[config.mk]
export PLATFORM = sky130hd
export DESIGN_NAME = cam_frame_capture
export DESIGN_NICKNAME = d
export VERILOG_FILES = /design/src/rtl/cam_frame_capture_pkg.sv /design/src/rtl/cam_pix_convert.sv /design/src/rtl/cam_frame_capture.sv
export SDC_FILE = /design/constraint.sdc
export NUM_CORES = 1
export LEC_CHECK = 0
export CAP_MARGIN = 15
export CORE_MARGIN = 2
export CORE_UTILIZATION = 40
export CTS_BUF_LIST = sky130_fd_sc_hd__clkbuf_8
export DETAILED_ROUTE_END_ITERATION = 6
export HOLD_SLACK_MARGIN = 0.15
export PLACE_DENSITY = 0.68
export SLEW_MARGIN = 5
export SYNTH_ARGS = -nofsm -noshare
export SYNTH_HDL_FRONTEND = slang
export SYNTH_SLANG_ARGS = --single-unit
[constraint.sdc]
create_clock -name clk_i -period 2.3 [get_ports clk_i]
set_input_delay 0.46 -clock clk_i [delete_from_list [all_inputs] [get_ports clk_i]]
set_output_delay 0.46 -clock clk_i [all_outputs]
set_load 0.01 [all_outputs]
[src/rtl/cam_frame_capture_pkg.sv]
// Shared definitions for the camera capture engine: pixel format codes,
// RGB332 colour constants and capture FSM state encodings.
package cam_frame_capture_pkg;

  localparam logic [1:0] FMT_RGB565 = 2'b00;
  localparam logic [1:0] FMT_RGB555 = 2'b01;
  localparam logic [1:0] FMT_RGB444 = 2'b10;
  localparam logic [1:0] FMT_YUYV   = 2'b11;

  localparam logic [7:0] RGB332_BLACK = 8'h00;
  localparam logic [7:0] RGB332_RED   = 8'hE0;
  localparam logic [7:0] RGB332_GREEN = 8'h1C;
  localparam logic [7:0] RGB332_BLUE  = 8'h03;
  localparam logic [7:0] RGB332_WHITE = 8'hFF;

  typedef enum logic [2:0] {
    ST_IDLE        = 3'd0,
    ST_WAIT_VS     = 3'd1,
    ST_WAIT_VS_LOW = 3'd2,
    ST_FRAME       = 3'd3,
    ST_DONE        = 3'd4
  } cap_state_e;

endpackage

[src/rtl/cam_pix_convert.sv]
// Combinational byte-pair to 8-bit pixel conversion: RGB565/555/444 are
// truncated to RGB332, YUYV keeps only the Y byte.
module cam_pix_convert
  import cam_frame_capture_pkg::*;
(
  input  logic [1:0] fmt_i,
  input  logic [7:0] b0_i,
  input  logic [7:0] b1_i,
  output logic [7:0] pix_o
);

  // b1[1:0] carry only low-order blue/green bits that RGB332 discards
  logic unused_b1;
  assign unused_b1 = ^b1_i[1:0];

  always_comb begin
    pix_o = RGB332_BLACK;
    unique case (fmt_i)
      FMT_RGB565: pix_o = {b0_i[7:5], b0_i[2:0], b1_i[4:3]};
      FMT_RGB555: pix_o = {b0_i[6:4], b0_i[1:0], b1_i[7], b1_i[4:3]};
      FMT_RGB444: pix_o = {b0_i[3:1], b1_i[7:5], b1_i[3:2]};
      FMT_YUYV:   pix_o = b0_i;
      default:    pix_o = RGB332_BLACK;
    endcase
  end

endmodule

[src/rtl/cam_frame_capture.sv]
// OV7670 capture engine: frame/line sync decode, byte pairing, format
// conversion and linear frame-buffer writes with status flags.
module cam_frame_capture
  import cam_frame_capture_pkg::*;
#(
  parameter int IMG_W  = 176,
  parameter int IMG_H  = 144,
  parameter int ADDR_W = 15,
  parameter int FCNT_W = 8
) (
  input  logic              clk_i,
  input  logic              rst_i,
  input  logic              vsync_i,
  input  logic              href_i,
  input  logic [7:0]        cam_data_i,
  input  logic [1:0]        fmt_i,
  input  logic              cont_i,
  input  logic              arm_i,
  output logic              wr_en_o,
  output logic [ADDR_W-1:0] wr_addr_o,
  output logic [7:0]        wr_data_o,
  output logic              busy_o,
  output logic              frame_done_o,
  output logic [FCNT_W-1:0] frame_cnt_o,
  output logic              line_ovf_o,
  output logic              frame_ovf_o
);

  localparam int XW = $clog2(IMG_W + 1);
  localparam int LW = $clog2(IMG_H + 1);
  localparam logic [XW-1:0]     X_MAX  = XW'(IMG_W);
  localparam logic [LW-1:0]     L_MAX  = LW'(IMG_H);
  localparam logic [ADDR_W-1:0] A_STEP = ADDR_W'(IMG_W);

  cap_state_e state_q, state_d;

  logic              vs_q, vs_qq, hr_q, hr_qq;
  logic [7:0]        dat_q, b0_q, pix;
  logic [1:0]        fmt_q;
  logic              phase_q, has_data_q;
  logic [XW-1:0]     x_q;
  logic [LW-1:0]     line_q;
  logic [ADDR_W-1:0] addr_q, base_q, wr_addr_q;
  logic              wr_en_q, line_ovf_q, frame_ovf_q;
  logic [7:0]        wr_data_q;
  logic [FCNT_W-1:0] fcnt_q;
  logic              vs_rise, vs_fall, hr_fall, pix_en;

  assign vs_rise = vs_q & ~vs_qq;
  assign vs_fall = ~vs_q & vs_qq;
  assign hr_fall = ~hr_q & hr_qq;
  // A byte that coincides with the frame-ending VSYNC edge is not processed
  assign pix_en  = (state_q == ST_FRAME) & hr_q & ~vs_rise;

  cam_pix_convert u_conv (
    .fmt_i (fmt_q),
    .b0_i  (b0_q),
    .b1_i  (dat_q),
    .pix_o (pix)
  );

  always_ff @(posedge clk_i) begin
    if (rst_i) begin
      vs_q  <= 1'b0;
      vs_qq <= 1'b0;
      hr_q  <= 1'b0;
      hr_qq <= 1'b0;
      dat_q <= '0;
    end else begin
      vs_q  <= vsync_i;
      vs_qq <= vs_q;
      hr_q  <= href_i;
      hr_qq <= hr_q;
      dat_q <= cam_data_i;
    end
  end

  always_ff @(posedge clk_i) begin
    if (rst_i) state_q <= ST_IDLE;
    else       state_q <= state_d;
  end

  always_comb begin
    state_d = state_q;
    unique case (state_q)
      ST_IDLE:        if (cont_i | arm_i) state_d = ST_WAIT_VS;
      ST_WAIT_VS:     if (vs_rise) state_d = ST_WAIT_VS_LOW;
      ST_WAIT_VS_LOW: if (vs_fall) state_d = ST_FRAME;
      ST_FRAME:       if (vs_rise) state_d = has_data_q ? ST_DONE : ST_WAIT_VS_LOW;
      ST_DONE:        state_d = cont_i ? ST_WAIT_VS_LOW : ST_IDLE;
      default:        state_d = ST_IDLE;
    endcase
  end

  always_comb begin
    busy_o       = (state_q == ST_FRAME);
    frame_done_o = (state_q == ST_DONE);
  end

  always_ff @(posedge clk_i) begin
    if (rst_i) begin
      b0_q        <= '0;
      fmt_q       <= '0;
      phase_q     <= 1'b0;
      has_data_q  <= 1'b0;
      x_q         <= '0;
      line_q      <= '0;
      addr_q      <= '0;
      base_q      <= '0;
      wr_en_q     <= 1'b0;
      wr_addr_q   <= '0;
      wr_data_q   <= '0;
      fcnt_q      <= '0;
      line_ovf_q  <= 1'b0;
      frame_ovf_q <= 1'b0;
    end else begin
      wr_en_q <= 1'b0;
      if (state_q == ST_DONE) fcnt_q <= fcnt_q + 1'b1;
      if (state_q == ST_IDLE && arm_i) begin
        line_ovf_q  <= 1'b0;
        frame_ovf_q <= 1'b0;
      end
      // Frame counters and format are re-primed every cycle until FRAME starts
      if (state_q == ST_WAIT_VS_LOW) begin
        fmt_q      <= fmt_i;
        phase_q    <= 1'b0;
        has_data_q <= 1'b0;
        x_q        <= '0;
        line_q     <= '0;
        addr_q     <= '0;
        base_q     <= '0;
      end
      if (pix_en) begin
        if (line_q >= L_MAX) begin
          frame_ovf_q <= 1'b1;
        end else begin
          phase_q <= ~phase_q;
          if (!phase_q) begin
            b0_q <= dat_q;
          end else if (x_q >= X_MAX) begin
            line_ovf_q <= 1'b1;
          end else begin
            wr_en_q    <= 1'b1;
            wr_addr_q  <= addr_q;
            wr_data_q  <= pix;
            addr_q     <= addr_q + 1'b1;
            x_q        <= x_q + 1'b1;
            has_data_q <= 1'b1;
          end
        end
      end
      if (state_q == ST_FRAME && hr_fall) begin
        phase_q <= 1'b0;
        x_q     <= '0;
        if (line_q < L_MAX) begin
          line_q <= line_q + 1'b1;
          base_q <= base_q + A_STEP;
          addr_q <= base_q + A_STEP;
        end
      end
    end
  end

  assign wr_en_o     = wr_en_q;
  assign wr_addr_o   = wr_addr_q;
  assign wr_data_o   = wr_data_q;
  assign frame_cnt_o = fcnt_q;
  assign line_ovf_o  = line_ovf_q;
  assign frame_ovf_o = frame_ovf_q;

endmodule

# Word-level counts from Yosys, hierarchy flattened
# Index checks and enable logic that the tools add are counted.
[classes]
n_addsub = 5
muxes = 43
bitwise_logic = 14
n_lt_le_gt_ge = 3
n_reduce_logical = 9
eq_ne = 11
[ops]
columns = ["op", "count"]
rows = [
  ["$mux W15", 10],
  ["$mux W8", 8],
  ["$pmux W8 S4", 1],
  ["$add A8 B1 Y8 const B", 3],
  ["$mux W1", 17],
  ["$ge A8 B8 Y1 const B", 2],
  ["$add A15 B1 Y15 const B", 1],
  ["$add A15 B8 Y15 const B", 1],
  ["$mux W3", 5],
  ["$pmux W3 S5", 1],
  ["$lt A8 B8 Y1 const B", 1],
  ["$not A1 Y1", 8],
  ["$reduce_and A4 Y1", 2],
  ["$eq A3 B2 Y1 const B", 2],
  ["$ne A2 B2 Y1 const B", 3],
  ["$and A1 B1 Y1", 5],
  ["$eq A2 B2 Y1 const B", 2],
  ["$reduce_or A4 Y1", 1],
  ["$eq A3 B1 Y1 const B", 1],
  ["$eq A3 B3 Y1 const B", 1],
  ["$logic_not A3 Y1", 1],
  ["$reduce_and A3 Y1", 1],
  ["$eq A2 B1 Y1 const B", 1],
  ["$logic_and A1 B1 Y1", 2],
  ["5 further kinds", 5],
]
[totals]
ff_bits = 107
word_cells = 105
out_inout_bits = 36
input_bits = 16

# Logic depth before layout (Yosys ltp)
[logic_depth]
depth_word = 8
ltp_mapped = 10
depth_no_buf = 7

# Cells and area by module
# Synthesis repeated with hierarchy kept, for this count alone.
[hier_totals]
hier_cells = 574
area_unflattened_um2 = 4863.4
[by_module_without_submodules]
columns = ["module", "instances", "seq_area_each_um2", "cells_each", "area_each_um2"]
rows = [
  ["cam_frame_capture", 1, 2142.1, 554, 4638.2],
  ["cam_pix_convert", 1, 0.0, 20, 225.2],
]

# Least setup slack after synthesis
# Ideal clock, no wire load.
[synth_path]
path_kind = "register to register"
from = "register state_q[2]"
to = "register addr_q[5]"
slack_ns = 0.477
synth_period_minus_slack_ns = 1.823
required_ns = 2.180
stages_incl_launch_ff = 9
path_buffers = 2
arrival_time_ns = 1.703
setup_time_ns = 0.120
cell_sequence = "dfxtp_1 -> buf_2 -> nand3b_4 -> inv_2 -> and4_1 -> buf_4 -> nand2_4 -> o311a_1 -> o31a_1"
[synth_via]
word_cells_on_any_way = 12
classes_between = "eq/ne (2); mux (7); bitwise (2); reduce/logical (1)"
[synth_lines]
columns = ["element", "line", "source"]
rows = [
  ["start, declared", "cam_frame_capture.sv:35", "cap_state_e state_q, state_d;"],
  ["start signal, assigned", "cam_frame_capture.sv:80", "else state_q <= state_d;"],
  ["$eq A3 B2 Y1 (*)", "n/a", ""],
  ["named net busy_o", "cam_frame_capture.sv:22", "output logic busy_o,"],
  ["$and A1 B1 Y1 (2 in a row)", "cam_frame_capture.sv:53", "assign pix_en = (state_q == ST_FRAME) & hr_q & ~vs_rise;"],
  ["$mux W15", "cam_frame_capture.sv:133", "if (pix_en) begin"],
  ["$mux W15", "cam_frame_capture.sv:155", "if (line_q < L_MAX) begin"],
  ["$mux W15 (*)", "cam_frame_capture.sv:152", "if (state_q == ST_FRAME && hr_fall) begin"],
  ["end signal, assigned", "cam_frame_capture.sv:146", "addr_q <= addr_q + 1'b1;"],
  ["end signal, assigned", "cam_frame_capture.sv:158", "addr_q <= base_q + A_STEP;"],
  ["end, declared", "cam_frame_capture.sv:43", "logic [ADDR_W-1:0] addr_q, base_q, wr_addr_q;"],
]
# The timed path passes the listed nets; every way through them passes the cells marked *.
# A chain may end at the register's enable or synchronous reset.

# Worst setup path in the final report
[layout_path]
from = "register state_q[1]"
to = "output frame_done_o"
[layout_via]
elab_chain_cells = 1
[layout_lines]
columns = ["element", "line", "source"]
rows = [
  ["$eq A3 B3 Y1", "cam_frame_capture.sv:97", "frame_done_o = (state_q == ST_DONE);"],
  ["end, declared", "cam_frame_capture.sv:23", "output logic frame_done_o,"],
]
# No other way between the ends.

==> metrics.txt <==
# TYPE chip_impl_metric gauge
chip_impl_metric{name="ioPinCount",unit=""} 52
chip_impl_metric{name="timing_hold_violations_final",unit=""} 0
chip_impl_metric{name="initial_core_util",unit="%"} 40.5
chip_impl_metric{name="postCtsHoldBufs",unit=""} 0
chip_impl_metric{name="finalSetupViolCount",unit=""} 0
chip_impl_metric{name="irDropWorstVdd",unit="uV"} 246
chip_impl_metric{name="asyncSetResetFlopFracSynth",unit="%"} 0
chip_impl_metric{name="first_global_vias",unit=""} 3827
chip_impl_metric{name="dpl_cell_area",unit="sq um"} 5480
chip_impl_metric{name="final_core_util",unit="%"} 47.7
chip_impl_metric{name="critPathMaxFanout",unit=""} 8
chip_impl_metric{name="finalSetupTns",unit="ns"} 0
chip_impl_metric{name="finalWeightedCongestion",unit=""} 0.825
chip_impl_metric{name="stdcell_area",unit="sq um"} 5660
chip_impl_metric{name="diodes",unit=""} 0
chip_impl_metric{name="routed_wirelength",unit="mm"} 11.0
chip_impl_metric{name="power_leakage",unit="uW"} 0.00199
chip_impl_metric{name="aggregate_global_routing_overflow",unit=""} 0
chip_impl_metric{name="ys_warn_count",unit=""} 0
chip_impl_metric{name="post_synthesis_cell_area",unit="sq um"} 4800
chip_impl_info{name="grt_setup_unrepaired",value="no"} 1
chip_impl_info{name="cts_tree",value="done"} 1
chip_impl_metric{name="clock_latency",unit="ns"} 0.37
chip_impl_metric{name="grt_pass1_wl",unit="mm"} 18.2
chip_impl_metric{name="power_density",unit="nW/um^2"} 559
chip_impl_metric{name="buffer_ports.inserted",unit=""} 51
chip_impl_metric{name="drt_pre_antenna_iters",unit=""} 5
chip_impl_metric{name="slew_headroom",unit="%"} 46.3
chip_impl_info{name="synth_top_cells_by_area",value="sky130_fd_sc_hd__dfxtp_1 (45%), sky130_fd_sc_hd__a21oi_1 (5.9%), sky130_fd_sc_hd__nand2_1 (5.7%), sky130_fd_sc_hd__nor2_1 (3.9%), sky130_fd_sc_hd__nand4_1 (2.5%)"} 1
chip_impl_metric{name="vias_per_cell",unit=""} 5.48
chip_impl_info{name="layout_commonest_cell",value="sky130_fd_sc_hd__dfxtp_1"} 1
chip_impl_metric{name="post_synth_inst_count",unit=""} 561
chip_impl_info{name="post_synth_top_flop",value="sky130_fd_sc_hd__dfxtp_1"} 1
chip_impl_metric{name="area_growth_syn_to_layout",unit="%"} 17.9
chip_impl_info{name="critical_path.cell_chain",value="buf_4 > nor3b_2 > clkdlybuf4s50_1"} 1
chip_impl_metric{name="maxCapViolations",unit=""} 0
chip_impl_metric{name="synth_top_cell_area_share",unit="%"} 44.6
chip_impl_metric{name="worstMarginPinSlew",unit="ns"} 0.805
chip_impl_metric{name="synth-edff-count",unit=""} 0
chip_impl_metric{name="cts.clk_slew.worst_paths",unit="ns"} 0.10
chip_impl_metric{name="setup_skew",unit="ns"} 0.00912
chip_impl_metric{name="routed-via-count",unit=""} 4134
chip_impl_info{name="timing_worst_setup_path_type",value="flip-flop to primary output"} 1
chip_impl_metric{name="cts.htree.levels",unit=""} 3
chip_impl_info{name="end_kind",value="primary output"} 1
chip_impl_metric{name="core-area",unit="sq um"} 11900
chip_impl_metric{name="worst_endpoint_required_time",unit="ns"} 1.84
chip_impl_metric{name="yosysSeqAreaShare",unit="%"} 44.6
chip_impl_metric{name="report.final.slew_viol_count",unit=""} 0
chip_impl_info{name="clock-root-buffer",value="sky130_fd_sc_hd__clkbuf_8"} 1
chip_impl_metric{name="number_of_antenna_violations_at_the_first_check_in_global_routing",unit=""} 0
chip_impl_metric{name="cts_inserted_buffers",unit=""} 9
chip_impl_metric{name="yosys.cell_types.count",unit=""} 62
chip_impl_metric{name="dpl_worst_slack",unit="ns"} 0.218
chip_impl_metric{name="fin_hold_ws",unit="ns"} 0.450
chip_impl_metric{name="final.fill_count",unit=""} 1173
chip_impl_metric{name="cts.sinks",unit=""} 107
chip_impl_metric{name="final_antenna_net_count",unit=""} 0
chip_impl_metric{name="fin_crit_sh",unit="%"} 94.2
chip_impl_info{name="critPathLaunchType",value="flip-flop"} 1
chip_impl_metric{name="die_area",unit="sq um"} 12900
chip_impl_metric{name="worst_path_buf_inv",unit=""} 2
chip_impl_metric{name="final.setup.worst_slack",unit="ns"} 0.133
chip_impl_info{name="status",value="completed"} 1
chip_impl_metric{name="slowest_delay",unit="ns"} 0.58
chip_impl_metric{name="arrival_time_at_the_worst_endpoint",unit="ns"} 1.71
chip_impl_metric{name="die_h",unit="um"} 114
chip_impl_metric{name="postSynthNetCount",unit=""} 584
chip_impl_metric{name="track_usage",unit="%"} 17.4
chip_impl_metric{name="cts_buffer_depth",unit=""} 2
chip_impl_metric{name="routed_wire_length_per_instance",unit="um"} 14.5
chip_impl_metric{name="num-nets-final",unit=""} 626
chip_impl_info{name="hold_path_class",value="flip-flop to flip-flop"} 1
chip_impl_metric{name="grt_start_max_net_pins",unit=""} 90
chip_impl_metric{name="rows",unit=""} 40
chip_impl_metric{name="drtIter0Drc",unit=""} 217
chip_impl_metric{name="synth.avg_cell_area",unit="sq um"} 8.56
chip_impl_metric{name="place_hpwl",unit="mm"} 7.65
chip_impl_info{name="yosysTopAreaCell",value="sky130_fd_sc_hd__dfxtp_1"} 1
chip_impl_metric{name="finalWorstPathRequiredPeriod",unit="ns"} 2.17
chip_impl_metric{name="die_width",unit="um"} 114
chip_impl_metric{name="final_layout_size_suffix_gt1_share",unit="%"} 8.72
chip_impl_info{name="timing.critical_path.slowest_stage_cell",value="sky130_fd_sc_hd__clkdlybuf4s50_1"} 1
chip_impl_info{name="most-common-layout-cells",value="sky130_fd_sc_hd__dfxtp_1 (106), sky130_fd_sc_hd__nand2_1 (73), sky130_fd_sc_hd__a21oi_1 (57)"} 1
chip_impl_metric{name="drc_violation_count_after_routing",unit=""} 0
chip_impl_metric{name="yosys_register_bits",unit=""} 107
chip_impl_info{name="critical_path.top_delay_family",value="buffers and inverters"} 1
chip_impl_metric{name="max_freq",unit="MHz"} 461
==> registers in the layout (all words and copies together) (netlist names) <==
name         flops
line_q           8
hr_qq            1
x_q              8
phase_q          1
frame_ovf_o      1
dat_q            8
wr_data_o        8
vs_q             1
b0_q             8
base_q          15
wr_en_o          1
state_q          3
line_ovf_o       1
has_data_q       1
frame_cnt_o      8
wr_addr_o       15
vs_qq            1
fmt_q            2
hr_q             1
addr_q          15
==> worst register-to-register path: cells and delay by family (launching register included) <==
family	cells	cell delay, ns
AOI/OAI and AO/OA	2	0.54
and+or+nand+nor	3	0.87
buffers and inverters	1	0.28
DFF	1	0.36
==> cells in the mapped netlist, drive strengths merged (14+ instances only) <==
master,number
a21oi,57
buf,14
clkbuf,22
dfxtp,107
nand2,74
nand3,16
nand4,19
nor2,51
nor2b,14
nor3,20
o21ai,18
==> what timing repair did <==
action	4_1_cts	5_1_grt
buffers inserted	0	0
gates resized for setup	0	1
setup endpoints to repair	0	1
==> per-stage QoR <==
stage / power, uW / instances
after floorplan: 2060 / 561
after global placement: 2130 / 739
after detailed placement: 2140 / 739
after CTS: 3200 / 755
after global routing: 3310 / 755
final: 3170 / 755
==> metal layers <==
metal	up-vias	track usage, %	part of all wire [%]
li1	2072	-	-
met1	1956	23.1	47
met2	93	27.8	46
met3	13	4.62	5.0
met4	0	5.28	1.5
met5	-	0	0
==> power by group <==
part,internal (uW),total (uW),switching [uW]
sequential,1870,1900,23.6
combinational,81.6,199,117
clock,448,1070,623
==> cells by family after synthesis <==
| kind of cell | Yosys count | share of synthesized area, % |
|---|---|---|
| muxes | 15 | 4.12 |
| AOI/OAI and AO/OA | 132 | 17.4 |
| xor gates and xnor gates | 21 | 3.83 |
| and+or+nand+nor | 233 | 24.1 |
| buffers and inverters | 46 | 4.07 |
| DFF | 107 | 44.6 |
| adders and majority gates | 7 | 1.82 |
==> area by class of cell <==
cell class | instances | area [sq um] | area share [%]
multi-input combinational | 408 | 2460 | 43.5
sequential | 107 | 2140 | 37.9
timing repair buffer | 67 | 651 | 11.5
tap | 147 | 184 | 3.25
clock buffer | 11 | 151 | 2.67
inverter | 10 | 37.5 | 0.663
clock inverter | 5 | 30.0 | 0.531
==> worst paths after layout <==
kind                            startpoint            to  slack (ns)  cells past startpoint
worst max register to register   line_q[6]       b0_q[5]        0.19                      6
worst min-delay path              dat_q[1]       b0_q[1]        0.45                      2
worst max-delay path            state_q[1]  frame_done_o        0.13                      3
worst min register to register    dat_q[1]       b0_q[1]        0.45                      2
(Power assumes the default switching activity.)
